$ cat src/rtl/pipe_pkg.sv
// rtl/pipe_pkg.sv - shared state encoding and stage widths for the elastic pipeline buffers
package pipe_pkg;

    typedef enum logic [1:0] {
        PIPE_EMPTY = 2'd0,
        PIPE_ONE   = 2'd1,
        PIPE_FULL  = 2'd2
    } pipe_state_e;

    localparam logic [31:0] MIPS_NOP = 32'h0000_0000;

    // Payload widths of the four stage boundaries; wrappers pack/unpack fields to these.
    localparam int IF_ID_W  = 64;
    localparam int ID_EX_W  = 147;
    localparam int EX_MEM_W = 107;
    localparam int MEM_WB_W = 71;

endpackage

$ cat src/rtl/pipe_stage_buffer.sv
// rtl/pipe_stage_buffer.sv - elastic 2-entry pipeline stage register with registered ready and flush
module pipe_stage_buffer
    import pipe_pkg::*;
#(
    parameter int                DATA_W            = IF_ID_W,
    parameter logic [DATA_W-1:0] NOP_VALUE         = {DATA_W{1'b0}},
    parameter bit                FLUSH_KEEPS_INPUT = 1'b0
) (
    input  logic              clk,
    input  logic              reset,
    input  logic              flush,
    input  logic              in_valid,
    output logic              in_ready,
    input  logic [DATA_W-1:0] in_data,
    output logic              out_valid,
    input  logic              out_ready,
    output logic [DATA_W-1:0] out_data,
    output logic [1:0]        occupancy
);

    pipe_state_e       state_q, state_d;
    logic [DATA_W-1:0] main_q, main_d;
    logic [DATA_W-1:0] skid_q, skid_d;
    logic              in_fire, out_fire;

    // in_ready depends only on state_q, so no ready path runs from downstream to upstream.
    assign in_ready  = (state_q != PIPE_FULL);
    assign out_valid = (state_q != PIPE_EMPTY);
    assign occupancy = state_q;
    assign out_data  = out_valid ? main_q : NOP_VALUE;

    assign in_fire  = in_valid & in_ready;
    assign out_fire = out_valid & out_ready;

    always_comb begin
        state_d = state_q;
        main_d  = main_q;
        skid_d  = skid_q;

        case (state_q)
            PIPE_EMPTY: begin
                if (in_fire) begin
                    state_d = PIPE_ONE;
                    main_d  = in_data;
                end
            end
            PIPE_ONE: begin
                if (in_fire && out_fire) begin
                    main_d = in_data;
                end else if (in_fire) begin
                    state_d = PIPE_FULL;
                    skid_d  = in_data;
                end else if (out_fire) begin
                    state_d = PIPE_EMPTY;
                    main_d  = NOP_VALUE;
                end
            end
            PIPE_FULL: begin
                if (out_fire) begin
                    state_d = PIPE_ONE;
                    main_d  = skid_q;
                    skid_d  = NOP_VALUE;
                end
            end
            default: begin
                state_d = PIPE_EMPTY;
                main_d  = NOP_VALUE;
                skid_d  = NOP_VALUE;
            end
        endcase

        // An out_fire in the flush cycle has already been delivered; only held entries are squashed.
        if (flush) begin
            state_d = PIPE_EMPTY;
            main_d  = NOP_VALUE;
            skid_d  = NOP_VALUE;
            if (FLUSH_KEEPS_INPUT && in_fire) begin
                state_d = PIPE_ONE;
                main_d  = in_data;
            end
        end
    end

    always_ff @(posedge clk or negedge reset) begin
        if (!reset) begin
            state_q <= PIPE_EMPTY;
            main_q  <= NOP_VALUE;
            skid_q  <= NOP_VALUE;
        end else begin
            state_q <= state_d;
            main_q  <= main_d;
            skid_q  <= skid_d;
        end
    end

endmodule
$ cat config.mk
export PLATFORM = sky130hd
export DESIGN_NAME = pipe_stage_buffer
export DESIGN_NICKNAME = d
export VERILOG_FILES = /design/src/rtl/pipe_pkg.sv /design/src/rtl/pipe_stage_buffer.sv
export SDC_FILE = /design/constraint.sdc
export NUM_CORES = 1
export LEC_CHECK = 0
export ABC_AREA = 1
export CORE_ASPECT_RATIO = 0.9
export CORE_UTILIZATION = 30
export CTS_CLUSTER_SIZE = 28
export DETAILED_ROUTE_END_ITERATION = 7
export GPL_TIMING_DRIVEN = 0
export PLACE_DENSITY = 0.48
export SETUP_SLACK_MARGIN = 0.3
export SYNTH_ARGS = -nofsm -noshare
export SYNTH_HDL_FRONTEND = slang
export SYNTH_SLANG_ARGS = --single-unit
$ cat constraint.sdc
create_clock -name clk -period 2.5 [get_ports clk]
set_input_delay 0.625 -clock clk [delete_from_list [all_inputs] [get_ports clk]]
set_output_delay 0.625 -clock clk [all_outputs]
set_load 0.005 [all_outputs]
==> run_summary.xml, run 1 <==
<?xml version="1.0" encoding="UTF-8"?>
<metrics>
  <group name="floorplanning">
    <metric name="count_of_standard_cell_rows" unit="">55</metric>
    <metric name="coreArea" unit="mm2">0.0255</metric>
    <metric name="chipWidth" unit="um">173</metric>
    <metric name="design.portCount" unit="">137</metric>
    <metric name="die_h" unit="um">156</metric>
    <metric name="die_area" unit="mm2">0.0269</metric>
    <metric name="initial_core_util" unit="">0.309</metric>
  </group>
  <group name="route">
    <metric name="routedWlPerCell" unit="um">13.8</metric>
    <metric name="postRouteAntennaNets" unit="">0</metric>
    <metric name="detail_route.first_pass.iterations" unit="">5</metric>
    <metric name="post_drt_via_cell_ratio" unit="">4.31</metric>
    <metric name="routed-via-count" unit="">7797</metric>
    <metric name="drtIter0Drc" unit="">482</metric>
    <metric name="finalWirelength" unit="mm">25.1</metric>
    <metric name="post-route-drc-count" unit="">0</metric>
  </group>
  <group name="cells_and_area">
    <metric name="n_fill_cell" unit="">2728</metric>
    <metric name="diodes" unit="">0</metric>
    <metric name="post_route_cells_drive_above_1_share" unit="">0.148</metric>
    <metric name="sequential_cell_area" unit="mm2">0.00326</metric>
    <metric name="fin_area" unit="mm2">0.0108</metric>
    <metric name="finish.net_count" unit="">1525</metric>
    <metric name="stdcell_count" unit="">1811</metric>
    <metric name="multiInputGateArea" unit="mm2">0.00358</metric>
    <metric name="area_grow_syn2layout" unit="%">37.0</metric>
  </group>
  <group name="sta">
    <metric name="timing.final.setup_violations" unit="">0</metric>
    <metric name="finalHoldViolCount" unit="">0</metric>
    <metric name="worst_slew_margin_rel" unit="">0.606</metric>
    <metric name="maxSlewViolCount" unit="">0</metric>
    <metric name="fmax" unit="MHz">417</metric>
    <metric name="final_period_minus_worst_setup_slack" unit="ns">2.40</metric>
    <metric name="timing_worst_slew_pin_value" unit="ns">0.592</metric>
    <metric name="post_route_clock_skew" unit="ns">0.0106</metric>
    <metric name="post-route-period-util" unit="">0.959</metric>
    <metric name="tns_setup" unit="ns">0</metric>
    <metric name="worst_slack" unit="ns">0.104</metric>
    <metric name="rsz0062_at_grt" unit="">true</metric>
  </group>
  <group name="power_and_ir_drop">
    <metric name="design_power_total" unit="uW">7400</metric>
    <metric name="leakage" unit="uW">0.00593</metric>
    <metric name="vdd.ir_drop.worst" unit="mV">0.356</metric>
    <metric name="power.density_cell_area" unit="mW/mm2">685</metric>
  </group>
  <group name="setup_path">
    <metric name="setup.reg_to_reg.worst_slack" unit="ns">0.60</metric>
    <metric name="worst_path_max_delay_cell" unit="">dfrtp_2</metric>
    <metric name="crit_arrival" unit="ns">1.77</metric>
    <metric name="crit_family" unit="">buffers and inverters</metric>
    <metric name="timing.critical_path.to_type" unit="">output pin</metric>
    <metric name="highest_net_fanout_along_the_worst_path" unit="">5</metric>
    <metric name="crit_cells" unit="">9</metric>
    <metric name="crit-reg2reg-launch" unit="">occupancy[1]</metric>
    <metric name="cp-startpoint" unit="">occupancy[1]</metric>
    <metric name="setup.worst_path.end" unit="">out_data[38]</metric>
    <metric name="critPathKind" unit="">flip-flop to output pin</metric>
    <metric name="crit_top_cell" unit="">buf_6</metric>
    <metric name="r2r-end" unit="">main_q[54]</metric>
    <metric name="timing.critical_path.from_type" unit="">flip-flop</metric>
    <metric name="critical-path-max-stage-delay" unit="ns">0.43</metric>
    <metric name="cp.required" unit="ns">1.88</metric>
    <metric name="r2r_cells" unit="">11</metric>
    <metric name="critical_path.cell_chain" unit="">nor2_4 -&gt; buf_6 -&gt; buf_12 -&gt; buf_6 -&gt; buf_6 -&gt; buf_12 -&gt; buf_8 -&gt; nor2_1 -&gt; buf_2</metric>
    <metric name="critical_path_buf_inv_count" unit="">7</metric>
  </group>
  <group name="synthesis">
    <metric name="synth.cell_area" unit="mm2">0.00788</metric>
    <metric name="synth.net_count" unit="">1336</metric>
    <metric name="yosys-top-cells-count" unit="">523 x nand2_1, 198 x inv_1, 134 x nor2_1, 130 x dfrtp_1, 130 x nand3_1</metric>
    <metric name="synth.top_cells.by_area" unit="">dfrtp_1 41%, nand2_1 25%, inv_1 9.4%</metric>
    <metric name="dominantRegCellSynth" unit="">dfrtp_1</metric>
    <metric name="yosysWarningCount" unit="">0</metric>
    <metric name="synth_most_common_cell" unit="">nand2_1</metric>
    <metric name="ys_seq_elements" unit="">130</metric>
    <metric name="async_reset_ff_frac" unit="">1.00</metric>
    <metric name="synth_cell_types" unit="">15</metric>
    <metric name="seq_area_frac_synth" unit="">0.413</metric>
    <metric name="yosysTopAreaCellShare" unit="">0.413</metric>
    <metric name="synth_edf_count" unit="">0</metric>
    <metric name="postSynthCellCount" unit="">1267</metric>
    <metric name="syn_area_cell" unit="um2">6.22</metric>
    <metric name="netlist.top_cell.by_area" unit="">dfrtp_1</metric>
  </group>
  <group name="hold_path">
    <metric name="hold_path.class" unit="">primary input to asynchronous set/reset pin</metric>
  </group>
  <group name="run_status">
    <metric name="status" unit="">finished clean</metric>
  </group>
  <group name="grt">
    <metric name="grt_max_degree" unit="">79</metric>
    <metric name="track_usage" unit="">0.197</metric>
    <metric name="grt_antenna_before_repair" unit="">0</metric>
    <metric name="grt_pass1_vias" unit="">7843</metric>
    <metric name="global_route_wire_length_before_repair" unit="mm">41.5</metric>
    <metric name="globalRoute.totalOverflow" unit="">0</metric>
  </group>
  <group name="placement">
    <metric name="io_buffer_count" unit="">136</metric>
    <metric name="place_inst" unit="">1746</metric>
    <metric name="detailed_place.area" unit="mm2">0.00970</metric>
    <metric name="gp_congestion" unit="">0.774</metric>
    <metric name="detailedPlacementHpwl" unit="mm">16.7</metric>
    <metric name="detailedPlace.worstSlack" unit="ns">-0.374</metric>
  </group>
  <group name="clock_network">
    <metric name="cts_htree_levels" unit="">4</metric>
    <metric name="tritoncts" unit="">done</metric>
    <metric name="ctsLongestPathBuffers" unit="">2</metric>
    <metric name="clk_transition_reported_paths" unit="ns">0.06</metric>
    <metric name="clock_insertion_delay_worst_skew" unit="ns">0.43</metric>
    <metric name="cts-buffers-inserted" unit="">17</metric>
    <metric name="tritoncts_num_sinks" unit="">130</metric>
    <metric name="ctsHoldBuffers" unit="">0</metric>
    <metric name="clk_root_buf" unit="">clkbuf_16</metric>
  </group>
  <group name="run">
    <metric name="timing.max_cap.violations" unit="">0</metric>
  </group>
</metrics>
placed cells by master (no fill, tap or decap), drive strengths merged:
cell           count
o31ai              1
clkinv             5
dlymetal6s2s       1
clkdlybuf4s50     68
inv              200
nand3            130
nor2             136
o21ai             64
clkdlybuf4s15      1
nand2            523
bufinv             5
buf              131
clkinvlp           1
clkbuf            56
dlygate4sd2       16
dfrtp            130
a31oi              1
cells by family (layout without fill, tap and decap cells):
group / after synthesis / count (layout) / share of synthesized area
compound gates: 66 / 66 / 0.0424
simple gates: 789 / 789 / 0.397
buf+inv: 282 / 484 / 0.147
flops: 130 / 130 / 0.413
sequential cells by signal (all words and copies together), names as in the netlist:
register and count:
main_q 64, occupancy 2, skid_q 64
where the power goes:
group          internal [uW]  total [uW]  switching, uW
clock network           1850        2860           1000
registers               2330        2450            122
logic                    879        2090           1210
total                   5060        7400           2330
what timing repair did:
item / in CTS / in global routing
gates resized for setup: 214 / 73
pin swaps: 4 / 2
gates cloned: 5 / 1
buffers inserted: 20 / 7
setup endpoints to repair: 66 / 67
routing by layer:
| layer | global-route usage | share of wire |
|---|---|---|
| met1 | 0.281 | 0.51 |
| met2 | 0.306 | 0.44 |
| met3 | 0.0322 | 0.036 |
| met4 | 0.0539 | 0.014 |
| met5 | 0 | 0 |
cell type report:
class	instances	share of cell area
Buffer	83	0.0509
Clock buffer	20	0.0432
Clock inverter	12	0.0188
Inverter	199	0.0692
Multi-Input combinational cell	855	0.332
Sequential cell	130	0.302
Tap cell	342	0.0396
Timing Repair Buffer	170	0.145
worst register-to-register path, stage by stage (launching register included):
cell	delay (ns)
dfrtp_2	0.43
buf_4	0.16
buf_4	0.13
inv_1	0.06
nor2_1	0.04
nand2_1	0.10
nand2_1	0.10
nor2_2	0.13
buf_4	0.25
buf_2	0.25
nand3_1	0.10
nand2_1	0.09
worst min-delay path by stage:
stage / start / cells after the start / slack, ns / end
finish: reset / 1 / 0.15 / main_q[54]
global route: reset / 1 / 0.18 / main_q[54]
CTS: reset / 1 / 0.17 / main_q[54]
detailed placement: main_q[2] / 2 / 0.47 / main_q[2]
global placement: main_q[11] / 2 / 0.46 / main_q[11]
floorplan: reset / 0 / 0.33 / main_q[0]
per-stage QoR:
| step | hold WS [ns] | util |
|---|---|---|
| 2_1_floorplan | 0.329 | - |
| 3_3_place_gp | 0.463 | 0.380 |
| 3_5_place_dp | 0.465 | 0.381 |
| 4_1_cts | 0.173 | 0.420 |
| 5_1_grt | 0.184 | 0.424 |
| 6_report | 0.154 | 0.424 |
No activity file was read; power rests on OpenSTA's default activity.
==> inputs of run 2 (changes only) <==
- ABC_AREA: 1 -> unset
- PLACE_DENSITY: 0.48 -> 0.5
==> run 2 against run 1 <==
Against the previous run: wire length down 25%; power down 16%; global-route usage down 1.9 points.
==> run_summary.xml, run 2 <==
<?xml version="1.0" encoding="UTF-8"?>
<metrics>
  <group name="run_status">
    <metric name="status" unit="">finished clean</metric>
  </group>
  <group name="power_and_ir_drop">
    <metric name="design_power_total" unit="uW">6250</metric>
    <metric name="power.density_cell_area" unit="mW/mm2">668</metric>
    <metric name="netSwitchingFraction" unit="">0.248</metric>
    <metric name="internal-power" unit="uW">4700</metric>
    <metric name="combinationalPowerShare" unit="">0.171</metric>
    <metric name="net-switching-power" unit="uW">1550</metric>
    <metric name="leakage" unit="uW">0.00444</metric>
    <metric name="p_clk_frac" unit="">0.459</metric>
    <metric name="vdd.ir_drop.worst" unit="mV">0.395</metric>
    <metric name="flop_pwr_share" unit="">0.371</metric>
  </group>
  <group name="synthesis">
    <metric name="ys_seq_elements" unit="">130</metric>
    <metric name="async_reset_ff_frac" unit="">1.00</metric>
    <metric name="synth_most_common_cell" unit="">dfrtp_1</metric>
    <metric name="yosysWarningCount" unit="">0</metric>
    <metric name="synth.cell_area" unit="mm2">0.00629</metric>
    <metric name="syn_area_cell" unit="um2">10.7</metric>
    <metric name="synth_cell_types" unit="">22</metric>
    <metric name="synth.net_count" unit="">657</metric>
    <metric name="synth.top_cells.by_area" unit="">dfrtp_1 52%, mux2i_1 11%, o2bb2ai_1 8.9%</metric>
    <metric name="seq_area_frac_synth" unit="">0.517</metric>
    <metric name="postSynthCellCount" unit="">588</metric>
    <metric name="netlist.top_cell.by_area" unit="">dfrtp_1</metric>
    <metric name="synth_edf_count" unit="">0</metric>
    <metric name="yosysTopAreaCellShare" unit="">0.517</metric>
    <metric name="dominantRegCellSynth" unit="">dfrtp_1</metric>
    <metric name="yosys-top-cells-count" unit="">130 x dfrtp_1, 68 x inv_1, 67 x mux2i_1, 66 x nand2_1</metric>
  </group>
  <group name="sta">
    <metric name="rsz0062_at_grt" unit="">true</metric>
    <metric name="post-route-period-util" unit="">0.967</metric>
    <metric name="finalHoldViolCount" unit="">0</metric>
    <metric name="timing_worst_slew_pin_value" unit="ns">0.586</metric>
    <metric name="worst_slew_margin_rel" unit="">0.609</metric>
    <metric name="maxSlewViolCount" unit="">0</metric>
    <metric name="final_period_minus_worst_setup_slack" unit="ns">2.42</metric>
    <metric name="fmax" unit="MHz">413</metric>
    <metric name="tns_setup" unit="ns">0</metric>
    <metric name="post_route_clock_skew" unit="ns">0.0107</metric>
    <metric name="timing.final.setup_violations" unit="">0</metric>
    <metric name="post_route_hold_slack" unit="ns">0.181</metric>
  </group>
  <group name="cells_and_area">
    <metric name="diodes" unit="">0</metric>
    <metric name="area_grow_syn2layout" unit="%">48.5</metric>
    <metric name="mostFrequentLayoutCell" unit="">dfrtp_1</metric>
    <metric name="mostFrequentLayoutCells" unit="">130 x dfrtp_1, 78 x buf_2, 68 x clkdlybuf4s50_1, 67 x inv_1, 67 x mux2i_1</metric>
    <metric name="post_route_cells_drive_above_1_share" unit="">0.269</metric>
    <metric name="multiInputGateArea" unit="mm2">0.00266</metric>
    <metric name="sequential_cell_area" unit="mm2">0.00325</metric>
    <metric name="finish.net_count" unit="">863</metric>
    <metric name="n_fill_cell" unit="">1948</metric>
  </group>
  <group name="clock_network">
    <metric name="cts_htree_levels" unit="">4</metric>
    <metric name="tritoncts_num_sinks" unit="">130</metric>
    <metric name="tritoncts" unit="">done</metric>
    <metric name="ctsLongestPathBuffers" unit="">2</metric>
    <metric name="cts-buffers-inserted" unit="">17</metric>
    <metric name="clk_root_buf" unit="">clkbuf_16</metric>
    <metric name="clk_transition_reported_paths" unit="ns">0.06</metric>
    <metric name="clock_insertion_delay_worst_skew" unit="ns">0.42</metric>
  </group>
  <group name="grt">
    <metric name="grt_antenna_before_repair" unit="">0</metric>
    <metric name="global_route_wire_length_before_repair" unit="mm">29.3</metric>
    <metric name="grt_pass1_vias" unit="">5333</metric>
    <metric name="grt_max_degree" unit="">73</metric>
    <metric name="globalRoute.totalOverflow" unit="">0</metric>
    <metric name="track_usage" unit="">0.178</metric>
  </group>
  <group name="setup_path">
    <metric name="highest_net_fanout_along_the_worst_path" unit="">8</metric>
    <metric name="cp.required" unit="ns">1.88</metric>
    <metric name="worst_path_max_delay_cell" unit="">dfrtp_1</metric>
    <metric name="critPathKind" unit="">flip-flop to output pin</metric>
    <metric name="timing.critical_path.to_type" unit="">output pin</metric>
    <metric name="timing.critical_path.from_type" unit="">flip-flop</metric>
    <metric name="crit_family" unit="">buffers and inverters</metric>
    <metric name="critical-path-max-stage-delay" unit="ns">0.38</metric>
    <metric name="crit_arrival" unit="ns">1.79</metric>
    <metric name="crit_top_cell" unit="">buf_12</metric>
    <metric name="critical_path.cell_chain" unit="">buf_6 -&gt; nor2_4 -&gt; buf_12 -&gt; clkbuf_16 -&gt; buf_12 -&gt; buf_8 -&gt; nor2b_1 -&gt; buf_2</metric>
    <metric name="critical_path_buf_inv_count" unit="">6</metric>
  </group>
  <group name="floorplanning">
    <metric name="initial_core_util" unit="">0.310</metric>
    <metric name="die_h" unit="um">139</metric>
    <metric name="die_area" unit="mm2">0.0216</metric>
    <metric name="coreArea" unit="mm2">0.0203</metric>
    <metric name="count_of_standard_cell_rows" unit="">49</metric>
    <metric name="design.portCount" unit="">137</metric>
    <metric name="chipWidth" unit="um">155</metric>
  </group>
  <group name="route">
    <metric name="post_drt_via_cell_ratio" unit="">4.77</metric>
    <metric name="post-route-drc-count" unit="">0</metric>
    <metric name="routedWlPerCell" unit="um">17.3</metric>
    <metric name="detail_route.first_pass.iterations" unit="">5</metric>
    <metric name="finalWirelength" unit="mm">18.8</metric>
    <metric name="drtIter0Drc" unit="">228</metric>
    <metric name="routed-via-count" unit="">5184</metric>
    <metric name="postRouteAntennaNets" unit="">0</metric>
  </group>
  <group name="run">
    <metric name="timing.max_cap.violations" unit="">0</metric>
  </group>
  <group name="placement">
    <metric name="io_buffer_count" unit="">135</metric>
    <metric name="detailedPlacementHpwl" unit="mm">11.8</metric>
    <metric name="gp_congestion" unit="">0.743</metric>
  </group>
  <group name="hold_path">
    <metric name="hold_path.class" unit="">primary input to asynchronous set/reset pin</metric>
  </group>
</metrics>
## run 2: changes by cell type after synthesis, sizes merged, moves of 3 or more
cell / previous run / this run
nor2: 136 / 5
clkbuf: 17 / 7
nand2: 523 / 66
inv: 199 / 68
buf: 66 / 42
nor2b: 0 / 64
o2bb2ai: 0 / 64
mux2i: 0 / 67
o21ai: 64 / 0
a21oi: 0 / 3
nand3: 130 / 0
a22oi: 0 / 64
## run 2: repair_timing
| item | in CTS | in global routing |
|---|---|---|
| gates cloned | 5 | 0 |
| gates resized for setup | 297 | 51 |
| hold buffers | 0 | 0 |
| endpoints found under the setup margin | 66 | 66 |
| pin swaps | 1 | 1 |
| setup buffers | 38 | 8 |
## run 2: kinds of logic (layout without fill, tap and decap cells)
family	after synthesis	count (layout)	share of synthesized area
multiplexers	67	67	0.107
AND/OR/NAND/NOR	139	139	0.112
flip-flops	130	130	0.517
AO/OA/AOI/OAI	135	135	0.177
buffers and inverters	117	335	0.0885
## run 2: path summary, 6_finish.rpt
kind	from	slack [ns]	cells past startpoint	to
worst max-delay path	occupancy[1]	0.08	8	out_data[25]
worst min-delay path	reset	0.18	1	skid_q[56]
worst max register to register	occupancy[1]	0.46	8	main_q[60]
worst min register to register	main_q[60]	0.48	1	main_q[60]
max in group asynchronous	reset	1.54	2	main_q[34]
min in group clk	main_q[60]	0.48	1	main_q[60]
## run 2: area by class of cell
class | instances | share of cell area
multi-input cells | 341 | 0.284
clock buffers | 19 | 0.0474
repair buffers | 187 | 0.182
flip-flops and latches | 130 | 0.348
plain buffers | 49 | 0.0485
inverters | 68 | 0.0276
well taps | 280 | 0.0375
clock inverters | 12 | 0.0245
## run 2: per-layer routing
layer | GRT usage | up-vias | part of all wire
met5 | 0 | - | 0
met4 | 0.0542 | 0 | 0.013
met3 | 0.0377 | 19 | 0.029
met2 | 0.283 | 115 | 0.48
met1 | 0.242 | 2622 | 0.48
li1 | - | 2428 | -
## run 2: power by group through the flow
stage	Clock (uW)	Sequential, uW	Combinational [uW]
after CTS	2930	2310	1020
after floorplan	0	2320	441
after global placement	0	2340	816
after global routing	3040	2330	1150
final	2870	2320	1070
after detailed placement	0	2350	837
## run 2: through the flow
step                       util  cells  area (um2)  setup WS, ns
after floorplan               -    588        6290         0.669
after global placement    0.394   1003        8000         -4.55
after detailed placement  0.395   1004        8020        -0.216
after CTS                 0.450   1078        9130        0.0236
after global routing      0.461   1086        9350      -0.00965
final                     0.461   1086        9350        0.0815
